## src/rtl/led_pwm_ctrl_if.sv

```systemverilog
// PicoSoC iomem bus bundle for the LED controller.
// The master drives the request; the slave returns a one-cycle ack with read data.
interface led_pwm_ctrl_if;
  logic        iomem_valid;
  logic        iomem_ready;
  logic [3:0]  iomem_wstrb;
  logic [31:0] iomem_addr;
  logic [31:0] iomem_wdata;
  logic [31:0] iomem_rdata;

  modport master (output iomem_valid, iomem_wstrb, iomem_addr, iomem_wdata,
                  input  iomem_ready, iomem_rdata);
  modport slave  (input  iomem_valid, iomem_wstrb, iomem_addr, iomem_wdata,
                  output iomem_ready, iomem_rdata);
endinterface

```

## src/rtl/led_pwm_ctrl.sv

```systemverilog
// Memory-mapped red/green LED controller: off/on/PWM/blink per channel,
// with a shared prescaler tick driving the PWM and blink counters.
module led_pwm_ctrl #(
  parameter logic [31:0] BASE_ADDR = 32'h0300_0000,
  parameter int          PWM_BITS  = 8
) (
  input  logic           clk,
  input  logic           resetn,
  led_pwm_ctrl_if.slave  bus,
  output logic           ledr_n,
  output logic           ledg_n
);
  localparam logic [5:0] W_CTRL = 6'h0, W_PRE = 6'h1, W_DUTY = 6'h2,
                         W_BLINK = 6'h3, W_STAT = 6'h4;

  logic [3:0]          ctrl;
  logic [15:0]         prescale, blink_len, pre_cnt, blink_cnt;
  logic [PWM_BITS-1:0] duty_r, duty_g, pwm_cnt;
  logic                phase;
  logic                sel, acc, wr, wr_pre, wr_blink, tick, lvl_r, lvl_g;
  logic [5:0]          word;
  logic [31:0]         rd_val;
  logic                unused_bits;

  assign sel      = bus.iomem_valid && (bus.iomem_addr[31:8] == BASE_ADDR[31:8]);
  assign acc      = sel && !bus.iomem_ready;
  assign wr       = acc && (bus.iomem_wstrb != 4'b0);
  assign word     = bus.iomem_addr[7:2];
  assign wr_pre   = wr && (word == W_PRE);
  assign wr_blink = wr && (word == W_BLINK);
  assign tick     = (pre_cnt == prescale);
  assign unused_bits = ^{bus.iomem_addr[1:0], bus.iomem_wdata[31:16], bus.iomem_wstrb[3:2]};

  always_comb begin
    rd_val = '0;
    case (word)
      W_CTRL:  rd_val = {28'h0, ctrl};
      W_PRE:   rd_val = {16'h0, prescale};
      W_DUTY:  rd_val = {16'h0, 8'(duty_g), 8'(duty_r)};
      W_BLINK: rd_val = {16'h0, blink_len};
      W_STAT:  rd_val = {16'h0, 8'(pwm_cnt), 7'h0, phase};
      default: rd_val = '0;
    endcase
  end

  function automatic logic chan_level(input logic [1:0] mode,
                                      input logic [PWM_BITS-1:0] duty,
                                      input logic [PWM_BITS-1:0] cnt,
                                      input logic ph);
    case (mode)
      2'd0:    return 1'b0;
      2'd1:    return 1'b1;
      2'd2:    return cnt < duty;
      default: return ph;
    endcase
  endfunction

  assign lvl_r = chan_level(ctrl[1:0], duty_r, pwm_cnt, phase);
  assign lvl_g = chan_level(ctrl[3:2], duty_g, pwm_cnt, phase);

  // Ready is forced low every other cycle so a held request is never double-acked.
  always_ff @(posedge clk or negedge resetn) begin
    if (!resetn) begin
      bus.iomem_ready <= 1'b0;
      bus.iomem_rdata <= '0;
    end else begin
      bus.iomem_ready <= acc;
      bus.iomem_rdata <= acc ? rd_val : 32'h0;
    end
  end

  always_ff @(posedge clk or negedge resetn) begin
    if (!resetn) begin
      ctrl      <= '0;
      prescale  <= '0;
      duty_r    <= '0;
      duty_g    <= '0;
      blink_len <= '0;
    end else if (wr) begin
      case (word)
        W_CTRL: if (bus.iomem_wstrb[0]) ctrl <= bus.iomem_wdata[3:0];
        W_PRE: begin
          if (bus.iomem_wstrb[0]) prescale[7:0]  <= bus.iomem_wdata[7:0];
          if (bus.iomem_wstrb[1]) prescale[15:8] <= bus.iomem_wdata[15:8];
        end
        W_DUTY: begin
          if (bus.iomem_wstrb[0]) duty_r <= bus.iomem_wdata[PWM_BITS-1:0];
          if (bus.iomem_wstrb[1]) duty_g <= bus.iomem_wdata[8 +: PWM_BITS];
        end
        W_BLINK: begin
          if (bus.iomem_wstrb[0]) blink_len[7:0]  <= bus.iomem_wdata[7:0];
          if (bus.iomem_wstrb[1]) blink_len[15:8] <= bus.iomem_wdata[15:8];
        end
        default: ;
      endcase
    end
  end

  // Counters run on the pre-write config; a write to PRESCALE/BLINK clears its counter.
  always_ff @(posedge clk or negedge resetn) begin
    if (!resetn) begin
      pre_cnt   <= '0;
      pwm_cnt   <= '0;
      blink_cnt <= '0;
      phase     <= 1'b0;
    end else begin
      if (wr_pre || tick) pre_cnt <= '0;
      else                pre_cnt <= pre_cnt + 16'd1;
      if (tick) pwm_cnt <= pwm_cnt + PWM_BITS'(1);
      if (wr_blink)
        blink_cnt <= '0;
      else if (tick)
        blink_cnt <= (blink_cnt == blink_len) ? 16'd0 : blink_cnt + 16'd1;
      if (tick && (blink_cnt == blink_len)) phase <= ~phase;
    end
  end

  always_ff @(posedge clk or negedge resetn) begin
    if (!resetn) begin
      ledr_n <= 1'b1;
      ledg_n <= 1'b1;
    end else begin
      ledr_n <= ~lvl_r;
      ledg_n <= ~lvl_g;
    end
  end
endmodule
```

## src/flat_wrapper.sv

```systemverilog
// flat-port wrapper written by rule: the top's interface ports become plain ports
module led_pwm_ctrl_flat 
#(
  parameter logic [31:0] BASE_ADDR = 32'h0300_0000,
  parameter int          PWM_BITS  = 8
)
  (clk, resetn, ledr_n, ledg_n, bus_iomem_valid, bus_iomem_wstrb, bus_iomem_addr, bus_iomem_wdata, bus_iomem_ready, bus_iomem_rdata);
  led_pwm_ctrl_if bus_i ();
  input  logic clk;
  input  logic resetn;
  output logic ledr_n;
  output logic ledg_n;
  input wire logic [$bits(bus_i.iomem_valid)-1:0] bus_iomem_valid;
  input wire logic [$bits(bus_i.iomem_wstrb)-1:0] bus_iomem_wstrb;
  input wire logic [$bits(bus_i.iomem_addr)-1:0] bus_iomem_addr;
  input wire logic [$bits(bus_i.iomem_wdata)-1:0] bus_iomem_wdata;
  output wire logic [$bits(bus_i.iomem_ready)-1:0] bus_iomem_ready;
  output wire logic [$bits(bus_i.iomem_rdata)-1:0] bus_iomem_rdata;
  assign bus_i.iomem_valid = bus_iomem_valid;
  assign bus_i.iomem_wstrb = bus_iomem_wstrb;
  assign bus_i.iomem_addr = bus_iomem_addr;
  assign bus_i.iomem_wdata = bus_iomem_wdata;
  assign bus_iomem_ready = bus_i.iomem_ready;
  assign bus_iomem_rdata = bus_i.iomem_rdata;
  led_pwm_ctrl #(.BASE_ADDR(BASE_ADDR), .PWM_BITS(PWM_BITS)) u_core (.clk(clk), .resetn(resetn), .bus(bus_i), .ledr_n(ledr_n), .ledg_n(ledg_n));
endmodule
```

## config.mk

```make
export PLATFORM = sky130hd
export DESIGN_NAME = led_pwm_ctrl_flat
export DESIGN_NICKNAME = d
export VERILOG_FILES = /design/src/rtl/led_pwm_ctrl_if.sv /design/src/rtl/led_pwm_ctrl.sv /design/src/flat_wrapper.sv
export SDC_FILE = /design/constraint.sdc
export NUM_CORES = 1
export LEC_CHECK = 0
export BUFFER_PORTS_ARGS = -buffer_cell sky130_fd_sc_hd__buf_4
export CORE_AREA = 2 2 118 120
export CTS_BUF_LIST = sky130_fd_sc_hd__clkbuf_8
export DETAILED_ROUTE_END_ITERATION = 12
export DIE_AREA = 0 0 120 122
export PLACE_DENSITY_LB_ADDON = 0.08
export SYNTH_ARGS = -nofsm -noshare
export SYNTH_HDL_FRONTEND = slang
export SYNTH_SLANG_ARGS = --single-unit
```

## constraint.sdc

```tcl
create_clock -name clk -period 5.6 [get_ports clk]
set_input_delay 0.56 -clock clk [delete_from_list [all_inputs] [get_ports clk]]
set_output_delay 0.56 -clock clk [all_outputs]
set_load 0.02 [all_outputs]
```

Yosys cells after proc, flatten, opt, wreduce, memory -nomap -nowiden:

Index checks and enable logic that the tools add are counted.
W data, S select, Z words.

* flip-flop bits (word level): 128
* logic and storage cells: 62

* multiplexer cells: 8
* reduce and logical (&&, ||, !) cells: 20
* $add $sub $neg: 3
* equal/unequal tests: 11
* order comparisons: 2
* bitwise gates (word level): 3

Operators by type and width (count)
* $mux W16: 5
* $pmux W16 S5: 1
* $add A16 B1 Y16 const B: 2
* $eq A16 B16 Y1: 2
* $eq A24 B18 Y1 const B: 1
* $reduce_and A3 Y1: 7
* $lt A8 B8 Y1: 2
* $eq A6 B2 Y1 const B: 2
* $add A8 B1 Y8 const B: 1
* $eq A6 B1 Y1 const B: 1
* $eq A6 B3 Y1 const B: 1
* $logic_and A1 B1 Y1: 6
* $logic_not A6 Y1: 1
* $pmux W1 S3: 2
* $eq A2 B1 Y1 const B: 2
* $eq A2 B2 Y1 const B: 2
* $logic_not A2 Y1: 2
* $reduce_bool A4 Y1: 1
* $not A1 Y1: 3
* $reduce_bool A2 Y1: 1
* $logic_not A1 Y1: 1
* $logic_or A1 B1 Y1: 1

Depth between registers and ports, before layout:

* depth in word-level cells: 7
* gate-level depth with buffers: 8
* mapped depth without buffers: 7

Least setup slack after synthesis:

Ideal clock, no wire load.

* kind: input-to-reg
* start: in bus_iomem_addr[9]
* end: reg u_core.blink_len[0]
* setup slack: 3484 ps
* required time: 5475 ps
* stages on the path: 7
* arrival time: 1991 ps
* path buffers: 2
* cell sequence: nor4_1 nand4_1 nor3_2 buf_2 and3_1 buf_4 mux2_2

* word-level cells in the longest chain between the ends: 5

Ends and longest elaborated chain
* start, declared: line flat_wrapper.sv:15 `input wire logic [$bits(bus_i.iomem_addr)-1:0] bus_iomem_addr;`
* $eq A24 B18 Y1: line led_pwm_ctrl.sv:25 `assign sel = bus.iomem_valid && (bus.iomem_addr[31:8] == BASE_ADDR[31:8]);`
* $logic_and A1 B1 Y1: line led_pwm_ctrl.sv:25
* $logic_and A1 B1 Y1: line led_pwm_ctrl.sv:26 `assign acc = sel && !bus.iomem_ready;`
* via u_core.acc: line led_pwm_ctrl.sv:20 `logic sel, acc, wr, wr_pre, wr_blink, tick, lvl_r, lvl_g;`
* $logic_and A1 B1 Y1: line led_pwm_ctrl.sv:27 `assign wr = acc && (bus.iomem_wstrb != 4'b0);`
* $reduce_and A3 Y1 (no line)
* end signal, assigned: line led_pwm_ctrl.sv:91 `if (bus.iomem_wstrb[0]) blink_len[7:0] <= bus.iomem_wdata[7:0];`
* end, declared: line led_pwm_ctrl.sv:17 `logic [15:0] prescale, blink_len, pre_cnt, blink_cnt;`

The timed path passes the listed nets, and every way through them passes these cells.
A chain may end at the register's enable or synchronous reset.

Final worst setup path:

* start: reg u_core.bus.iomem_ready
* end: reg u_core.duty_r[0]

* word-level cells in the longest chain between the ends: 4

Ends and longest elaborated chain
* start, declared: line led_pwm_ctrl_if.sv:14 `output iomem_ready, iomem_rdata);`
* start signal, assigned: line led_pwm_ctrl.sv:64 `bus.iomem_ready <= 1'b0;`
* start signal, assigned: line led_pwm_ctrl.sv:67 `bus.iomem_ready <= acc;`
* $logic_not A1 Y1: line led_pwm_ctrl.sv:26
* $logic_and A1 B1 Y1: line led_pwm_ctrl.sv:26
* $logic_and A1 B1 Y1: line led_pwm_ctrl.sv:27
* $reduce_and A3 Y1 (no line)
* end signal, assigned: line led_pwm_ctrl.sv:87 `if (bus.iomem_wstrb[0]) duty_r <= bus.iomem_wdata[PWM_BITS-1:0];`
* end, declared: line led_pwm_ctrl.sv:18 `logic [PWM_BITS-1:0] duty_r, duty_g, pwm_cnt;`

No other way between the ends.

==> impl_results.md <==
- LEAKAGE: 3.14 nW
- Final nets: 705
- Utilization after layout: 0.495
- Starting Density: 0.434
- Pint: 1.10 mW
- DP HPWL: 10.7 mm
- Share of layout cells above drive strength 1: 0.232
- DRT Pass-1 Iters: 6
- Die W: 120 µm
- Worst path required time: 5890 ps
- Worst skew pair latency: 400 ps
- Via density: 5.32
- Via count: 4266
- Clock Skew: 8.64 ps
- CTS Buffer Depth: 2
- Dpl cells: 786
- Final Hold Viols: 0
- Final min period: 2570 ps
- Die Area: 14600 µm²
- # DRC: 0
- Sequential element share of the synthesized area: 0.479
- Post-synthesis area per instance: 10.6 µm²
- PortBufs: 71
- Final setup viols: 0
- Worst Setup Start Kind: flip-flop
- Most common cell after layout, fill and taps aside: dfrtp_1
- I/O Pins: 106
- Clock transition at path regs: 100 ps
- Max VDD drop: 0.0968 mV
- Global-route wire length before repair: 23.5 mm
- Worst Setup End Kind: flip-flop
- Hold/Removal Path Class: in2async
- Post-cts resize count: 0
- Fillers: 1256
- Root Driver: clkbuf_8
- Initial DRC Count: 246
- Antenna violations before repair: 0
- Register area: 2810 µm²
- Worst reg-to-reg path cell count: 5
- Max cap viols: 0
- Clk pwr share: 0.387
- Max-slew violations: 0
- Power density cells: 217 nW/µm²
- Largest net degree at the start of global routing: 59
- Yosys cell types: 44
- Primary FF master, synth: dfrtp_1
- Antenna Cells: 0
- Gr usage total: 0.210
- Core Footprint: 13500 µm²
- Fmax: 0.390 GHz
- Asr flop ratio synth: 1.00
- Yosys top cell by area: dfrtp_1
- Wirelength per Cell: 17.9 µm
- Status: completed
- H-tree depth: 3
- Hold WS: 202 ps
- Area growth from synthesis to layout: 14.0%
- WS Path Type: reg2reg
- Final Non-Filler Cells: 802
- RSZ-0062 raised after global routing: no
- Remaining antenna violation count: 0
- Crit-path max FO: 15
- Die Height: 122 µm
- Multi-input logic area: 2800 µm²
- Slew headroom: 0.219
- Syn Std Cell Area: 5860 µm²
- Reg power frac: 0.560
- Synthesized instance count: 555
- CTS tree: built
- Switching share of power: 0.242
- Yosys warns: 0
- Area contributors post-synth: dfrtp_1, mux2_2, xnor2_1
- Switch Pwr: 0.351 mW
- Critical Path AT: 2860 ps
- Vias in the first global route: 4237
- Most frequent cells in the layout: dfrtp_1, buf_4, nand2_1
- EDFF count, synth: 0
- Crit share post-route: 0.458
- Final wirelength: 14.4 mm
- Clk sinks: 112
- Post-CTS Hold Fix Bufs: 0
- Synth Register Bits: 112
- Top-area cell type share of the netlist area: 0.470
- Global route total overflow: 0
- Fin Setup TNS: 0 ps
- Slew @ Worst Pin: 1170 ps
- Logic pwr share: 0.053
- Post CTS Setup Buffer Count: 0
- CTS Buf Count: 9
- GPL Wtd Cong: 0.814
- Num rows: 43
-- routing by layer --
layer / track usage / part of all wire / wire length, µm
met4: 0.0801 / 0.022 / 320
met2: 0.327 / 0.47 / 6690
met1: 0.299 / 0.48 / 6880
met5: 0 / 0 / 0
met3: 0.0281 / 0.032 / 465
-- worst paths after layout --
kind,to,slack [ps],from
hold / removal,u_core.pwm_cnt[7],200,resetn
setup / recovery,u_core.duty_r[0],3030,u_core.bus.iomem_ready
hold reg to reg,u_core.pre_cnt[0],540,u_core.pre_cnt[0]
min in group clk,u_core.duty_r[5],380,bus_iomem_wdata[5]
setup reg to reg,u_core.duty_r[0],3030,u_core.bus.iomem_ready
max in group asynchronous,u_core.blink_cnt[4],4200,resetn
-- cell type report --
class                      count  area share
clock inverter                 7      0.0153
tap                          180      0.0337
sequential                   112       0.420
multi-input combinational    401       0.419
inverter                      19      0.0107
clock buffer                   9      0.0185
timing repair buffer          74      0.0831
-- logic make-up (layout without fill, tap and decap cells) --
| logic type | count (synthesis) | after routing | share of synthesized area |
|---|---|---|---|
| AND/OR/NAND/NOR | 174 | 174 | 0.162 |
| flip-flops | 112 | 112 | 0.479 |
| AO/OA/AOI/OAI | 93 | 93 | 0.0948 |
| buffers and inverters | 57 | 109 | 0.0534 |
| XOR/XNOR | 54 | 54 | 0.0807 |
| multiplexers | 47 | 47 | 0.0937 |
| adder cells (fa/ha/maj) | 17 | 17 | 0.0363 |
| other | 1 | 16 | 0.000640 |
-- worst max-delay path: stages (launching register included) --
cell	delay (ps)
dfrtp_1	390
nor4_1	180
nand4_1	140
nor3_2	750
and3_1	600
mux2_2	390
-- power by group through the flow --
| stage | sequential [mW] | clock [mW] | combinational, mW |
|---|---|---|---|
| after floorplan | 0.826 | 0 | 0.0304 |
| after global placement | 0.827 | 0 | 0.0763 |
| after detailed placement | 0.827 | 0 | 0.0772 |
| after CTS | 0.811 | 0.576 | 0.0773 |
| after global routing | 0.812 | 0.605 | 0.0842 |
| final | 0.811 | 0.561 | 0.0761 |
-- registers in the layout (all words and copies together) (netlist names) --
| signal | cells |
|---|---|
| u_core.blink_cnt | 16 |
| u_core.blink_len | 16 |
| u_core.bus.iomem_rdata | 16 |
| u_core.bus.iomem_ready | 1 |
| u_core.ctrl | 4 |
| u_core.duty_g | 8 |
| u_core.duty_r | 8 |
| u_core.ledg_n | 1 |
| u_core.ledr_n | 1 |
| u_core.phase | 1 |
| u_core.pre_cnt | 16 |
| u_core.prescale | 16 |
| u_core.pwm_cnt | 8 |
-- synthesized netlist by cell type, types with 9 or more instances --
library cell and number:
a21oi_1 28, nor2_1 37, o21ai_0 31, buf_2 10
nand2_1 44, and3_1 21, nand4_1 18, mux2_2 43
nand3b_1 12, inv_1 19, a22oi_1 22, nand3_1 9
xor2_1 12, dfrtp_1 110, buf_4 21, ha_1 17
xnor2_1 42
-- per-stage QoR --
step | total power [mW] | instance area [µm²] | setup WS [ps]
detailed placement | 0.904 | 6460 | 2650
floorplan | 0.857 | 5920 | 3480
global route | 1.50 | 6680 | 2750
finish | 1.45 | 6680 | 3030
global placement | 0.903 | 6460 | 2650
CTS | 1.46 | 6680 | 2990
Note: power is estimated with default switching activity, not from simulation.
